`config.mk`:
```
export PLATFORM = sky130hd
export DESIGN_NAME = spm_prod_deser
export DESIGN_NICKNAME = d
export VERILOG_FILES = /design/src/rtl/spm_pkg.sv /design/src/rtl/spm_prod_deser.sv
export SDC_FILE = /design/constraint.sdc
export NUM_CORES = 1
export LEC_CHECK = 0
export ABC_AREA = 1
export CAP_MARGIN = 20
export CORE_MARGIN = 2
export CORE_UTILIZATION = 54
export DETAILED_ROUTE_END_ITERATION = 10
export PLACE_DENSITY = 0.89
export SLEW_MARGIN = 10
export SYNTH_ARGS = -nofsm -noshare
export SYNTH_HDL_FRONTEND = slang
export SYNTH_SLANG_ARGS = --single-unit
```
`constraint.sdc`:
```
create_clock -name clk -period 4.43 [get_ports clk]
set_input_delay 1.329 -clock clk [delete_from_list [all_inputs] [get_ports clk]]
set_output_delay 1.329 -clock clk [all_outputs]
set_load 0.02 [all_outputs]
```
`src/rtl/spm_pkg.sv`:
```
// Shared definitions for the serial-product deserializer.
//   SPM_WIDTH         : default multiplicand width; products are 2*SPM_WIDTH bits
//   spm_deser_state_t : deserializer FSM states
package spm_pkg;

  localparam int SPM_WIDTH = 32;

  typedef enum logic [1:0] {
    IDLE    = 2'd0,
    CAPTURE = 2'd1,
    HOLD    = 2'd2
  } spm_deser_state_t;

endpackage

```
`src/rtl/spm_prod_deser.sv`:
```
// Collects the LSB-first serial product stream of an spm multiplier array
// into a parallel word and holds it behind a valid/ready handshake.
//
// Parameters:
//   WIDTH       : multiplicand width; product width PW = 2*WIDTH
// Ports:
//   clk         : clock, all state changes on the rising edge
//   rst         : asynchronous active-low reset
//   start       : one-cycle pulse, p carries product bit 0 in that cycle
//   p           : serial product bit, LSB first
//   busy        : high while bits are being captured
//   prod_valid  : high while a completed product is held
//   prod_ready  : consumer accepts prod when high together with prod_valid
//   prod        : assembled product, stable while prod_valid is high
//   overrun     : sticky flag, set when a start had to be dropped
//   prod_parity : XOR of all prod bits (only with SPM_DESER_PARITY_EN defined)
//
// Build option: define SPM_DESER_PARITY_EN to add the prod_parity output.
module spm_prod_deser
  import spm_pkg::*;
#(
  parameter int WIDTH = SPM_WIDTH
) (
  input  logic               clk,
  input  logic               rst,
  input  logic               start,
  input  logic               p,
  output logic               busy,
  output logic               prod_valid,
  input  logic               prod_ready,
  output logic [2*WIDTH-1:0] prod,
  output logic               overrun
`ifdef SPM_DESER_PARITY_EN
  ,
  output logic               prod_parity
`endif
);

  localparam int PW = 2 * WIDTH;
  localparam int IW = $clog2(PW);
  localparam int CW = IW + 1;
  localparam logic [CW-1:0] LAST_BIT = CW'(PW - 1);

  spm_deser_state_t state, state_nxt;
  logic [CW-1:0]    cnt;
  logic [PW-1:0]    prod_nxt;
  logic             load_first;
  logic             cap_bit;
  logic             drop_start;

  // State register.
  always_ff @(posedge clk or negedge rst) begin
    if (!rst) begin
      state <= IDLE;
    end else begin
      state <= state_nxt;
    end
  end

  // Next state and datapath controls. A start taken in HOLD together with the
  // handshake reloads bit 0 directly, so back-to-back products lose no cycle.
  always_comb begin
    state_nxt  = state;
    load_first = 1'b0;
    cap_bit    = 1'b0;
    drop_start = 1'b0;
    case (state)
      IDLE: begin
        if (start) begin
          load_first = 1'b1;
          state_nxt  = CAPTURE;
        end
      end
      CAPTURE: begin
        cap_bit    = 1'b1;
        drop_start = start;
        if (cnt == LAST_BIT) begin
          state_nxt = HOLD;
        end
      end
      HOLD: begin
        if (prod_ready) begin
          if (start) begin
            load_first = 1'b1;
            state_nxt  = CAPTURE;
          end else begin
            state_nxt = IDLE;
          end
        end else begin
          drop_start = start;
        end
      end
      default: begin
        state_nxt = IDLE;
      end
    endcase
  end

  // Only the addressed bit changes; the rest of prod keeps its old value.
  always_comb begin
    prod_nxt = prod;
    if (load_first) begin
      prod_nxt[0] = p;
    end else if (cap_bit) begin
      prod_nxt[cnt[IW-1:0]] = p;
    end
  end

  // Product word and bit counter.
  always_ff @(posedge clk or negedge rst) begin
    if (!rst) begin
      prod <= '0;
      cnt  <= '0;
    end else begin
      prod <= prod_nxt;
      if (load_first) begin
        cnt <= CW'(1);
      end else if (cap_bit) begin
        cnt <= cnt + CW'(1);
      end
    end
  end

  // Sticky overrun flag, cleared only by reset.
  always_ff @(posedge clk or negedge rst) begin
    if (!rst) begin
      overrun <= 1'b0;
    end else if (drop_start) begin
      overrun <= 1'b1;
    end
  end

`ifdef SPM_DESER_PARITY_EN
  // Parity is taken from the next prod value so it lands in the same cycle as prod.
  always_ff @(posedge clk or negedge rst) begin
    if (!rst) begin
      prod_parity <= 1'b0;
    end else begin
      prod_parity <= ^prod_nxt;
    end
  end
`endif

  assign busy       = (state == CAPTURE);
  assign prod_valid = (state == HOLD);

endmodule

```
# --- Word-level counts from Yosys, hierarchy flattened ---
# Cells that the tools add are included.
totals:
  inputBits: 5
  out_inout_bits: 67
  ff_bits: 74
classes:
  add_sub_neg: 1
  n_bitwise: 1
  reduce_logical: 5
  mux: 18
  magnitude_cmp: 2
  n_eq_ne: 6
ops:
  columns: ["operator", "n"]
  rows:
  - ["64-bit bitwise mux", 1]
  - ["7-bit 2-to-1 mux", 2]
  - ["1-bit 2-to-1 mux", 8]
  - ["7-bit by 1-bit adder with 7-bit output (second input constant)", 1]
  - ["7-bit by 6-bit == test with 1-bit output (second input constant)", 1]
  - ["6-bit by 7-bit less-than comparator with 1-bit output (second input constant)", 1]
  - ["1-bit demux with 6-bit select", 1]
  - ["6-bit by 1-bit greater-or-equal comparator with 1-bit output (second input constant)", 1]
  - ["2-bit 2-to-1 mux", 3]
  - ["2-bit case mux with 3 select lines", 1]
  - ["2-bit by 1-bit inequality test with 1-bit output (second input constant)", 2]
  - ["1-bit case mux with 2 select lines", 2]
  - ["3-bit AND reduction", 1]
  - ["2-bit by 1-bit == test with 1-bit output (second input constant)", 1]
  - ["2-bit == test (second input constant)", 1]
  - ["2-bit zero test", 1]
  - ["2-bit inequality test (second input constant)", 1]
  - ["2-bit AND reduction", 1]
  - ["2-bit nonzero test", 1]
  - ["1-bit logical AND", 1]
  - ["1-bit inverter", 1]

# --- Longest topological paths before layout ---
# Gate-level depths: netlist (run 1).
logic_depth:
  ltp_word: 7
  depth_mapped: 9

# --- Worst setup path before layout (run 1) ---
# No wires, ideal clock.
synth_timing:
  path_type: "reg2out"
  startpoint: "reg state[1]"
  endpoint: "out busy"
  slack_ns: 2.285
  stages_incl_launch_ff: 3
  required_time_ns: 3.101
  t_arrival_ns: 0.816
  path_cell_list: "dfrtp_1 -> inv_1 -> ha_1"
synth_via:
  elab_chain_len: 1
synth_lines:
  columns: ["item", "line_no", "rtl"]
  rows:
  - ["start, declared", "spm_prod_deser.sv:44", "spm_deser_state_t state, state_nxt;"]
  - ["start signal, assigned", "spm_prod_deser.sv:56", "state <= state_nxt;"]
  - ["2-bit by 1-bit == test with 1-bit output", "spm_prod_deser.sv:144", "assign busy = (state == CAPTURE);"]
  - ["end, declared", "spm_prod_deser.sv:28", "output logic busy,"]
# No other way between the ends.

# --- Final worst setup path (run 1) ---
layout_timing:
  startpoint: "reg state[0]"
  endpoint: "out prod_valid"
layout_via:
  elab_chain_len: 1
layout_lines:
  columns: ["item", "line_no", "rtl"]
  rows:
  - ["2-bit == test", "spm_prod_deser.sv:145", "assign prod_valid = (state == HOLD);"]
  - ["end, declared", "spm_prod_deser.sv:29", "output logic prod_valid,"]
# No other way between the ends.

==> metrics.cfg, run 1 <==
[outcome]
outcome = completed

[timing]
tns_ns = 0
max_slew_margin_pct = 55.0
tightest_slew_ns = 0.671
holdWs_ns = 0.470
finalSetupViolCount = 0
slew_viol_final = 0
rsz0062_at_grt = no
hold_violations = 0
fmax_mhz = 332
period_minus_slack_ns = 3.01
finalClockSkew_ns = 0.0132
fin_crit_sh_pct = 68.0

[global_route]
antenna_found_initial = 0
overflow = 0
grt_pass1_wl_mm = 13.0
grt_use_total_pct = 26.6
grt_pass1_vias = 2681
grt_start_max_net_pins = 45

[setup_path]
slowest_delay_ns = 0.62
critPathKind = reg -> out
worstSetupStartpointType = flop
crit_path_top_delay_cell = clkdlybuf4s50_1
crit_path_end_kind = output port
rrSetupSlack_ns = 2.33
cp.required_ns = 3.10
cp_max_fo = 4
path_cells = inv_1 -> ha_1 -> clkdlybuf4s50_1
arrival_ns = 1.68

[route]
via_per_inst = 5.38
drtIter0Drc = 228
firstDrtPassIters = 5
routed_wl_mm = 8.27
vias = 2939
wire_per_inst_um = 15.2
drtAntennaViolNets = 0
drc = 0

[yosys]
synth_cells = 389
ys_ff_latch = 74
ys_warn_count = 0
synthesis.nets = 399
synth.avg_cell_area_um2 = 8.34
synth-seq-area-share_pct = 57.1
ys_types = 19
synth.cell_area_um2 = 3240

[clock_network]
cts-htree-levels = 3
ctsHoldBuffers = 0
cts_tree = yes
cts.path.max_buffers = 2
clock-sinks = 74
postCtsSetupRepairBufs = 0
numCtsBuffers = 9
clk_latency_ns = 0.36
cts.clk_slew.worst_paths_ns = 0.07
post_cts_resize_count = 0
cts-root-buf = clkbuf_8

[floorplanning]
rows = 28
die_y_um = 81.5
initial_core_util_pct = 55.4
die_area_um2 = 6640
core_um2 = 5850
ioPinCount = 72
die_w_um = 81.5

[cells_and_area]
diodes = 0
regArea_um2 = 1850
multi_input_area_um2 = 1240
area_growth_pct = 30.4
drive_gt1_share_pct = 6.79
fillerInstances = 441
nets = 476

[hold_path]
min_path_type = reg -> reg

[power]
power.density_nw_per_um2 = 442
vdd_drop_max_v = 0.000369
power.total_uw = 1870
p_leak_uw = 0.00195

[placement]
io_buffers = 71
detailed_place_hpwl_mm = 5.85
gp_congestion = 0.902

[job]
maxCapViolCount = 0

## cells by family after synthesis
group	count (synthesis)	share of synthesized area [%]
fa+ha+maj	5	1.93
compound gates	74	11.5
simple gates	198	24.8
flops	74	57.1
buf+inv	38	4.67
## report_power, final
part	total (uW)	switching (uW)	internal (uW)
Clock	493	258	235
Combinational	556	348	208
Sequential	821	69.3	752
Total	1870	675	1200
## metal layers
layer	track usage [%]	vias to the layer above	wire (um)
li1	-	1397	-
met1	37.4	1386	3600
met2	39.7	132	3850
met3	5.60	24	586
met4	12.9	0	239
met5	0	-	0
## registers in the layout, summed over array words and instances, names as in the netlist
| signal | cells |
|---|---|
| overrun | 1 |
| prod | 64 |
| cnt | 7 |
| state | 2 |
## Yosys cell counts (all sizes together)
master	number	area [um2]
a31o	1	8.76
nand2	139	524
nor2	35	139
clkbuf	7	26.3
o21ai	63	315
inv	27	101
clkinv	1	3.75
nor3	9	65.1
ha	5	62.6
a21oi	10	50.1
nand3	15	75.1
buf	3	20.0
dfrtp	74	1850
## final timing paths
path | startpoint | endpoint | cells after the start
max in group asynchronous | rst | prod[61] | 2
min in group asynchronous | rst | prod[3] | 1
worst min-delay path | overrun | overrun | 1
worst max-delay path | state[0] | prod_valid | 3
worst max register to register | state[1] | prod[35] | 8
worst min register to register | overrun | overrun | 1
## area by class of cell
type	instances	share of cell area (%)
Tap cell	75	2.22
Clock inverter	5	0.887
Multi-Input combinational cell	277	29.3
Timing Repair Buffer	76	17.7
Clock buffer	11	3.58
Inverter	28	2.48
Sequential cell	74	43.8
## stage by stage
| step | worst slack [ns] | area [um2] | utilization (%) | instances |
|---|---|---|---|---|
| after floorplan | 2.29 | 3240 | - | 389 |
| after global placement | 1.08 | 4030 | 68.8 | 529 |
| after detailed placement | 1.01 | 4030 | 68.8 | 529 |
| after CTS | 1.37 | 4220 | 72.0 | 545 |
| after global routing | 1.34 | 4230 | 72.3 | 546 |
| final | 1.42 | 4230 | 72.3 | 546 |
## critical path, delay by kind of cell (launching register included)
family / cells / cell delay [ns]
adders and majority gates: 1 / 0.21
buffers and inverters: 2 / 0.71
DFF: 1 / 0.41
## layout by cell type, fill, tap and decap left out, types with 5 or more instances in the layout
master	count
ha_1	5
dfrtp_1	74
a21oi_1	10
nor2_1	32
nand2_1	138
nand3_1	15
clkbuf_8	11
nor3_1	5
o21ai_0	61
clkdlybuf4s50_1	70
inv_1	26
Note: power is estimated with default switching activity, not from simulation.
==> run 2, diff against run 1 <==
--- a/config.mk
+++ b/config.mk
@@ -8,9 +8,9 @@
 export ABC_AREA = 1
 export CAP_MARGIN = 20
 export CORE_MARGIN = 2
-export CORE_UTILIZATION = 54
+export CORE_UTILIZATION = 45
 export DETAILED_ROUTE_END_ITERATION = 10
-export PLACE_DENSITY = 0.89
+export PLACE_DENSITY = 0.79
 export SLEW_MARGIN = 10
 export SYNTH_ARGS = -nofsm -noshare
 export SYNTH_HDL_FRONTEND = slang
==> constraint.sdc (replaced) <==
create_clock -name clk -period 2.4 [get_ports clk]
set_input_delay 0.72 -clock clk [delete_from_list [all_inputs] [get_ports clk]]
set_output_delay 0.72 -clock clk [all_outputs]
set_load 0.02 [all_outputs]
==> run 2 against run 1 <==
Register-to-register slack lost 1.9 ns; via count is 2.1% lower; core utilization decreased by 9.5 points; cell area increased by 2.0%; power up 88%; critical path type unchanged; highest routed layer unchanged.
==> metrics.cfg, run 2 (synthesis results as in run 1) <==
[cells_and_area]
largest_reg_flops = 64
nets = 481
final_common_cell = nand2_1
drive_gt1_share_pct = 7.58
fillerInstances = 594
diodes = 0
final_cell_mix = nand2_1 (138), dfrtp_1 (74), clkdlybuf4s50_1 (68), o21ai_0 (61), nor2_1 (32)
area_growth_pct = 33.0
reg_top3 = prod (64), cnt (7), state (2)
top_register = prod

[clock_network]
cts-htree-levels = 3
numCtsBuffers = 9
clock-sinks = 74
post_cts_resize_count = 1
postCtsSetupRepairBufs = 0
cts-root-buf = clkbuf_8
ctsHoldBuffers = 0
clk_latency_ns = 0.35
cts.clk_slew.worst_paths_ns = 0.08
cts_tree = yes
cts.path.max_buffers = 2

[placement]
detailed_place_hpwl_mm = 5.80
gp_congestion = 0.904
io_buffers = 71

[global_route]
grt_pass1_wl_mm = 12.9
antenna_found_initial = 0
grt_start_max_net_pins = 47
grt_pass1_vias = 2696
overflow = 0
grt_use_total_pct = 21.5

[timing]
hold_violations = 0
tightest_slew_ns = 0.572
period_minus_slack_ns = 2.13
fin_crit_sh_pct = 88.6
rsz0062_at_grt = no
slew_viol_final = 0
holdWs_ns = 0.336
fmax_mhz = 470
max_slew_margin_pct = 61.7
finalClockSkew_ns = 0.00602
finalSetupViolCount = 0
tns_ns = 0

[setup_path]
cp_max_fo = 4
crit_path_end_kind = output port
cp.required_ns = 1.68
slowest_delay_ns = 0.41
arrival_ns = 1.41
worstSetupStartpointType = flop
critPathKind = reg -> out
path_cells = inv_1 -> ha_1 -> dlygate4sd2_1
crit_path_top_delay_cell = dfrtp_1

[power]
vdd_drop_max_v = 0.000495
p_leak_uw = 0.00201
power.density_nw_per_um2 = 817

[route]
wire_per_inst_um = 13.8
routed_wl_mm = 7.88
drtIter0Drc = 156
vias = 2878
drc = 0
firstDrtPassIters = 5
drtAntennaViolNets = 0
via_per_inst = 5.04

[outcome]
outcome = completed

[job]
maxCapViolCount = 0

[floorplanning]
core_um2 = 6870
die_w_um = 88.9
die_y_um = 88.9
ioPinCount = 72
die_area_um2 = 7900
initial_core_util_pct = 47.2
rows = 30

[hold_path]
min_path_type = in -> async

-- run 2: changes by cell type in the layout (fill, tap and decap cells not counted), sizes merged --
cell	delta
clkinvlp	-1
buf	+5
dlymetal6s2s	+1
clkdlybuf4s50	-2
inv	-1
bufinv	+1
dlygate4sd2	+1
-- run 2: power breakdown --
| group | internal, uW | switching [uW] |
|---|---|---|
| clock | 531 | 455 |
| combinational | 393 | 630 |
| sequential | 1390 | 126 |
| total | 2310 | 1210 |
-- run 2: cell type report --
type / count / area, um2 / area share, %
flip-flops and latches: 74 / 1850 / 42.9
well taps: 96 / 120 / 2.78
inverters: 28 / 105 / 2.44
clock inverters: 4 / 51.3 / 1.19
clock buffers: 11 / 151 / 3.51
repair buffers: 81 / 795 / 18.4
multi-input cells: 277 / 1240 / 28.7
-- run 2: routing by layer --
layer  share of wire [%]  GRT usage [%]
met5                   0              0
met4                 2.0           8.95
met3                 4.5           3.60
met2                  48           35.3
met1                  45           28.6
-- run 2: path summary, 6_finish.rpt --
kind                               start         end  slack [ns]  cells after the start
worst max register to register  state[1]    prod[34]        0.44                      8
min in group clk                prod[59]    prod[59]        0.49                      2
worst min register to register  prod[59]    prod[59]        0.49                      2
worst max-delay path            state[0]  prod_valid        0.27                      3
worst min-delay path                 rst    prod[50]        0.34                      1
max in group asynchronous            rst    prod[59]        1.43                      2
-- run 2: stage by stage --
| stage | setup WS (ns) | utilization [%] | total power (uW) | area [um2] | std cells |
|---|---|---|---|---|---|
| 6_report | 0.273 | 62.8 | 3520 | 4310 | 571 |
| 5_1_grt | 0.202 | 62.8 | 3710 | 4310 | 571 |
| 4_1_cts | 0.0327 | 62.8 | 3550 | 4310 | 571 |
| 3_5_place_dp | 0.362 | 59.8 | 2570 | 4110 | 556 |
| 3_3_place_gp | 0.385 | 59.8 | 2550 | 4110 | 556 |
| 2_1_floorplan | 0.757 | - | 2130 | 3240 | 389 |
-- run 2: critical path, delay by kind of cell, from the launching register on --
kind                       cells  cell delay (ns)
buffers and inverters          2             0.44
DFF                            1             0.41
adders and majority gates      1             0.21
==> run 3, diff against run 2 <==
--- a/config.mk
+++ b/config.mk
@@ -11,7 +11,7 @@
 export CORE_UTILIZATION = 45
 export DETAILED_ROUTE_END_ITERATION = 10
 export PLACE_DENSITY = 0.79
-export SLEW_MARGIN = 10
+export SLEW_MARGIN = 40
 export SYNTH_ARGS = -nofsm -noshare
 export SYNTH_HDL_FRONTEND = slang
 export SYNTH_SLANG_ARGS = --single-unit
==> results of run 3 <==
Final layout, timing and power as in run 2 (identical DEF).
